File: src/rtl/sr_flag_arbiter_if.sv
// Bundle of requester-side and flag-bank signals for sr_flag_arbiter.
//   req   : per-requester request, held until ack
//   s, r  : per-requester set / reset command bits
//   idx   : per-requester flag index, requester i uses [i*IW +: IW]
//   grant : one-hot, requester currently being serviced
//   ack   : one-hot, one-cycle completion pulse
//   err   : one-cycle pulse with ack when the command was rejected
//   busy  : arbiter is not idle
//   q     : flag bank contents
// The master modport is the requester side, the slave modport is the arbiter.
interface sr_flag_arbiter_if #(
  parameter int unsigned NREQ  = 4,
  parameter int unsigned NFLAG = 8
);
  localparam int unsigned IW = (NFLAG > 1) ? $clog2(NFLAG) : 1;

  logic [NREQ-1:0]    req;
  logic [NREQ-1:0]    s;
  logic [NREQ-1:0]    r;
  logic [NREQ*IW-1:0] idx;
  logic [NREQ-1:0]    grant;
  logic [NREQ-1:0]    ack;
  logic               err;
  logic               busy;
  logic [NFLAG-1:0]   q;

  modport master (
    output req, s, r, idx,
    input  grant, ack, err, busy, q
  );

  modport slave (
    input  req, s, r, idx,
    output grant, ack, err, busy, q
  );
endinterface

File: src/rtl/sr_flag_arbiter.sv
// Round-robin arbiter sharing a bank of SR flag bits between NREQ requesters.
// Each transaction takes three cycles: arbitrate (IDLE), apply (EXEC), retire (ACK).
// Ports:
//   clk : rising-edge clock
//   rst : synchronous, active-high reset; drops any in-flight command, clears q
//   bus : sr_flag_arbiter_if slave modport (req/s/r/idx in, grant/ack/err/busy/q out)
// The S=R=1 command and any index beyond the bank are rejected with err instead of
// touching the flags. All outputs are registered.
module sr_flag_arbiter #(
  parameter int unsigned NREQ  = 4,
  parameter int unsigned NFLAG = 8
) (
  input logic              clk,
  input logic              rst,
  sr_flag_arbiter_if.slave bus
);
  localparam int unsigned IW = (NFLAG > 1) ? $clog2(NFLAG) : 1;
  localparam int unsigned PW = (NREQ > 1) ? $clog2(NREQ) : 1;

  typedef enum logic [1:0] {StIdle, StExec, StAck} state_e;

  state_e           state_q, state_d;
  logic [PW-1:0]    ptr_q, ptr_d;
  logic [PW-1:0]    win_q, win_d;
  logic             s_q, s_d;
  logic             r_q, r_d;
  logic [IW-1:0]    idx_q, idx_d;
  logic [NREQ-1:0]  grant_q, grant_d;
  logic [NREQ-1:0]  ack_q, ack_d;
  logic             err_q, err_d;
  logic             busy_q, busy_d;
  logic [NFLAG-1:0] q_q, q_d;

  logic             found;
  logic [PW-1:0]    pick;
  logic             idx_ok;

  // First requester at or after ptr, wrapping around.
  always_comb begin
    found = 1'b0;
    pick  = '0;
    for (int unsigned k = 0; k < NREQ; k++) begin
      if (!found && bus.req[PW'((32'(ptr_q) + k) % NREQ)]) begin
        found = 1'b1;
        pick  = PW'((32'(ptr_q) + k) % NREQ);
      end
    end
  end

  // Only matters when NFLAG is not a power of two.
  always_comb idx_ok = (32'(idx_q) < NFLAG);

  // State register and all datapath registers.
  always_ff @(posedge clk) begin
    if (rst) begin
      state_q <= StIdle;
      ptr_q   <= '0;
      win_q   <= '0;
      s_q     <= 1'b0;
      r_q     <= 1'b0;
      idx_q   <= '0;
      grant_q <= '0;
      ack_q   <= '0;
      err_q   <= 1'b0;
      busy_q  <= 1'b0;
      q_q     <= '0;
    end else begin
      state_q <= state_d;
      ptr_q   <= ptr_d;
      win_q   <= win_d;
      s_q     <= s_d;
      r_q     <= r_d;
      idx_q   <= idx_d;
      grant_q <= grant_d;
      ack_q   <= ack_d;
      err_q   <= err_d;
      busy_q  <= busy_d;
      q_q     <= q_d;
    end
  end

  // Next-state logic.
  always_comb begin
    state_d = state_q;
    case (state_q)
      StIdle:  if (found) state_d = StExec;
      StExec:  state_d = StAck;
      StAck:   state_d = StIdle;
      default: state_d = StIdle;
    endcase
  end

  // Next values of the registered outputs and captured command.
  always_comb begin
    ptr_d   = ptr_q;
    win_d   = win_q;
    s_d     = s_q;
    r_d     = r_q;
    idx_d   = idx_q;
    grant_d = grant_q;
    ack_d   = ack_q;
    err_d   = err_q;
    busy_d  = busy_q;
    q_d     = q_q;
    case (state_q)
      StIdle: begin
        if (found) begin
          // Capture now so later changes on the bus cannot affect this command.
          win_d   = pick;
          s_d     = bus.s[pick];
          r_d     = bus.r[pick];
          idx_d   = bus.idx[32'(pick)*IW +: IW];
          grant_d = NREQ'(1) << pick;
          busy_d  = 1'b1;
        end
      end
      StExec: begin
        ack_d   = grant_q;
        grant_d = '0;
        err_d   = !idx_ok || (s_q && r_q);
        if (idx_ok && (s_q ^ r_q)) q_d[idx_q] = s_q;
        ptr_d   = (win_q == PW'(NREQ - 1)) ? '0 : win_q + PW'(1);
      end
      StAck: begin
        ack_d  = '0;
        err_d  = 1'b0;
        busy_d = 1'b0;
      end
      default: ;
    endcase
  end

  assign bus.grant = grant_q;
  assign bus.ack   = ack_q;
  assign bus.err   = err_q;
  assign bus.busy  = busy_q;
  assign bus.q     = q_q;
endmodule
File: src/flat_wrapper.sv
// flat-port wrapper written by rule: the top's interface ports become plain ports
module sr_flag_arbiter_flat 
#(
  parameter int unsigned NREQ  = 4,
  parameter int unsigned NFLAG = 8
)
  (clk, rst, bus_req, bus_s, bus_r, bus_idx, bus_grant, bus_ack, bus_err, bus_busy, bus_q);
  sr_flag_arbiter_if #(.NREQ(NREQ), .NFLAG(NFLAG)) bus_i ();
  input logic clk;
  input logic rst;
  input wire logic [$bits(bus_i.req)-1:0] bus_req;
  input wire logic [$bits(bus_i.s)-1:0] bus_s;
  input wire logic [$bits(bus_i.r)-1:0] bus_r;
  input wire logic [$bits(bus_i.idx)-1:0] bus_idx;
  output wire logic [$bits(bus_i.grant)-1:0] bus_grant;
  output wire logic [$bits(bus_i.ack)-1:0] bus_ack;
  output wire logic [$bits(bus_i.err)-1:0] bus_err;
  output wire logic [$bits(bus_i.busy)-1:0] bus_busy;
  output wire logic [$bits(bus_i.q)-1:0] bus_q;
  assign bus_i.req = bus_req;
  assign bus_i.s = bus_s;
  assign bus_i.r = bus_r;
  assign bus_i.idx = bus_idx;
  assign bus_grant = bus_i.grant;
  assign bus_ack = bus_i.ack;
  assign bus_err = bus_i.err;
  assign bus_busy = bus_i.busy;
  assign bus_q = bus_i.q;
  sr_flag_arbiter #(.NREQ(NREQ), .NFLAG(NFLAG)) u_core (.clk(clk), .rst(rst), .bus(bus_i));
endmodule
File: config.mk
export PLATFORM = sky130hd
export DESIGN_NAME = sr_flag_arbiter_flat
export DESIGN_NICKNAME = d
export VERILOG_FILES = /design/src/rtl/sr_flag_arbiter_if.sv /design/src/rtl/sr_flag_arbiter.sv /design/src/flat_wrapper.sv
export SDC_FILE = /design/constraint.sdc
export NUM_CORES = 1
export LEC_CHECK = 0
export BUFFER_PORTS_ARGS = -buffer_cell sky130_fd_sc_hd__clkbuf_2
export CELL_PAD_IN_SITES_DETAIL_PLACEMENT = 1
export CELL_PAD_IN_SITES_GLOBAL_PLACEMENT = 2
export CORE_UTILIZATION = 30
export CTS_BUF_LIST = sky130_fd_sc_hd__clkbuf_8
export DETAILED_ROUTE_END_ITERATION = 8
export HOLD_SLACK_MARGIN = 0.03
export PLACE_DENSITY_LB_ADDON = 0.1
export SLEW_MARGIN = 20
export SYNTH_ARGS = -nofsm -noshare
export SYNTH_HDL_FRONTEND = slang
export SYNTH_SLANG_ARGS = --single-unit
File: constraint.sdc
create_clock -name clk -period 1.95 [get_ports clk]
set_input_delay 0.2925 -clock clk [delete_from_list [all_inputs] [get_ports clk]]
set_output_delay 0.2925 -clock clk [all_outputs]
set_load 0.02 [all_outputs]
==> results.cfg <==
[route]
vias_per_cell = 4.84
num_vias = 1375
first_iter_violations = 45
top_layer = met4
routedWlPerCell_um = 13.9
wl_met1_mm = 1.85
drtPass1Iterations = 4
drc = 0
wl_met2_mm = 1.84
routed_wl_mm = 3.95
met3WireLength_um = 200
drtAntennaViolNets = 0

[cts]
clk_latency_ns = 0.28
htree_levels = 2
cts_tree = yes
numCtsBuffers = 5
cts_root_buf = clkbuf_8
clock-sinks = 29
cts_max_path_buffers = 2
cts_hold_buf = 0
clkSlewWorstSetupHoldPaths_ns = 0.06
cts_setup_buffers = 0
cts_resized = 0

[placed_design]
portBuffers = 43
gp_congestion = 0.800
pre_cts_slack_ns = 0.201
dp_hpwl_mm = 3.03

[die]
ios = 44
core.rowCount = 25
dieHeight_um = 71.9
start_util_pct = 31.0
core_area_um2 = 4720
dieWidth_um = 71.9
die-area_um2 = 5160

[critical_path]
path_class = flip-flop to flip-flop
crit_slowest_cell = or3_1
slowest_delay_ns = 0.45
required_ns = 2.15
crit_arrival_ns = 1.94
end_kind = flip-flop
r2r_cells = 6
crit_family = simple AND/OR/NAND/NOR gates
path_cells = inv_1 > ha_1 > o41ai_2 > buf_4 > or3_1 > o221ai_1
crit_end = u_core.idx_q[0]$_SDFFE_PP0P_
rr_startpoint = u_core.state_q[0]$_SDFFE_PP0P_
crit_path_start = u_core.state_q[0]$_SDFFE_PP0P_
r2r-end = u_core.idx_q[0]$_SDFFE_PP0P_
critical_path_depth = 6
regToRegSetupSlack_ns = 0.20
start_kind = flip-flop
critical_path.max_fanout = 12
crit_buf_inv = 2

[power_and_ir_drop]
finalPower_w = 0.00156
powerDensity_nw_per_um2 = 831
p_leak_nw = 0.800
peakVddDrop_uv = 343

[layout]
regArea_um2 = 581
nNetsFinal = 248
antennaDiodeCount = 0
area_growth_pct = 28.5
multi_input_area_um2 = 845
fill_cells = 575
layout-drive-gt1-share_pct = 29.0

[timing]
fin_crit_sh_pct = 89.5
finalSetupViolCount = 0
min_period_ns = 1.75
skew_ns = 0.00330
max-slew-margin-rel_pct = 65.4
tightest_slew_ns = 0.514
fin_setup_tns_ns = 0
final-hold-violation-count = 0
maxSlewViolCount = 0
holdWs_ns = 0.317
fmax_mhz = 573
fin_ws_ns = 0.204
rsz0062_at_grt = no

[global_route]
grt_pass1_vias = 1379
grt_first_pass_wirelength_mm = 6.60
grt.overflow.total = 0
track_usage_pct = 17.0
antenna_found_initial = 0
grt_start_max_net_pins = 17

[synthesis]
synth-edff-count = 0
ys_seq_elements = 29
synthFlopType = dfxtp_1
ys_warn_count = 0
avgSynthCellArea_um2 = 8.71
ys_types = 27
synth_nets = 200
synth-async-reset-ratio_pct = 0
netlist_area_um2 = 1460
synthCells = 168
ys_seq_area_share_pct = 39.7

[hold_path]
hp-class = primary input to flip-flop
hp-start = bus_r[3]

[status]
status = finished clean

[flow_run]
maxCapViolCount = 0
==> routing by layer <==
layer,GRT usage [%],vias to the layer above
met3,5.06,6
met1,21.2,641
met5,0,-
li1,-,689
met2,27.7,39
met4,6.54,0
==> flip-flops by register name (all words and copies together) (netlist names) <==
name and count:
u_core.bus.ack 4, u_core.bus.busy 1, u_core.bus.err 1, u_core.bus.grant 4, u_core.bus.q 8, u_core.idx_q 3, u_core.ptr_q 2, u_core.r_q 1
u_core.s_q 1, u_core.state_q 2, u_core.win_q 2
==> final cells by class <==
class / count / share of cell area, %
Timing Repair Buffer: 49 / 13.8
Multi-Input combinational cell: 128 / 44.9
Inverter: 3 / 0.598
Tap cell: 67 / 4.45
Clock inverter: 1 / 0.266
Clock buffer: 7 / 5.12
Sequential cell: 29 / 30.9
==> metrics by stage <==
step,std cells,area (um2),util [%]
finish,284,1880,39.8
global route,284,1880,39.8
floorplan,168,1460,-
detailed placement,276,1780,37.7
global placement,276,1780,37.7
CTS,284,1880,39.8
==> worst min-delay path by stage <==
stage,endpoint,cells after the start
global route,u_core.r_q$_SDFFE_PP0P_,3
CTS,u_core.r_q$_SDFFE_PP0P_,3
global placement,u_core.bus.ack[1]$_SDFFE_PP0P_,2
floorplan,u_core.win_q[1]$_SDFFE_PP0P_,2
detailed placement,u_core.bus.err$_SDFFE_PP0P_,2
finish,u_core.r_q$_SDFFE_PP0P_,3
==> cell families (layout without fill, tap and decap cells) <==
family | Yosys count | in the layout | synth area share [%]
buf+inv | 11 | 60 | 3.16
simple gates | 69 | 69 | 25.0
fa+ha+maj | 6 | 6 | 5.13
flops | 29 | 29 | 39.7
compound gates | 38 | 38 | 16.8
mux | 15 | 15 | 10.3
==> tightest hold or removal path, cell delays in order <==
cell      delay (ns)
clkbuf_2        0.07
mux2i_1         0.07
o221ai_2        0.12
==> synthesized netlist by cell type (3+ instances only) <==
cell	number	area, um2
a21oi_1	18	90.1
inv_1	3	11.3
nand2_1	12	45.0
nand2b_1	7	43.8
o221ai_1	4	35.0
mux2i_1	15	150
dfxtp_1	29	581
clkbuf_1	6	22.5
ha_1	6	75.1
o21ai_0	7	35.0
nand3b_1	13	97.6
nor2b_1	3	18.8
nor2_1	25	93.8
nor3_1	3	15.0
==> report_power, final <==
part           internal (W)  total, W  switching (W)
combinational      0.000150  0.000335       0.000185
sequential         0.000634  0.000679      0.0000447
clock              0.000319  0.000550       0.000232
==> cell usage in the layout (no fill, tap or decap), types with 2 or more instances in the layout <==
cell,count
nand2b_1,7
nand3_1,2
inv_1,3
o221ai_2,2
dfxtp_1,29
nand2_1,12
nand3b_1,13
o221ai_1,4
buf_4,6
clkbuf_8,7
o21ai_0,7
a32oi_1,2
clkbuf_2,43
mux2i_1,15
a21oi_1,18
nor3_1,3
ha_1,6
nor2b_1,3
nor2_1,25
or3_4,2
(Power assumes the default switching activity.)
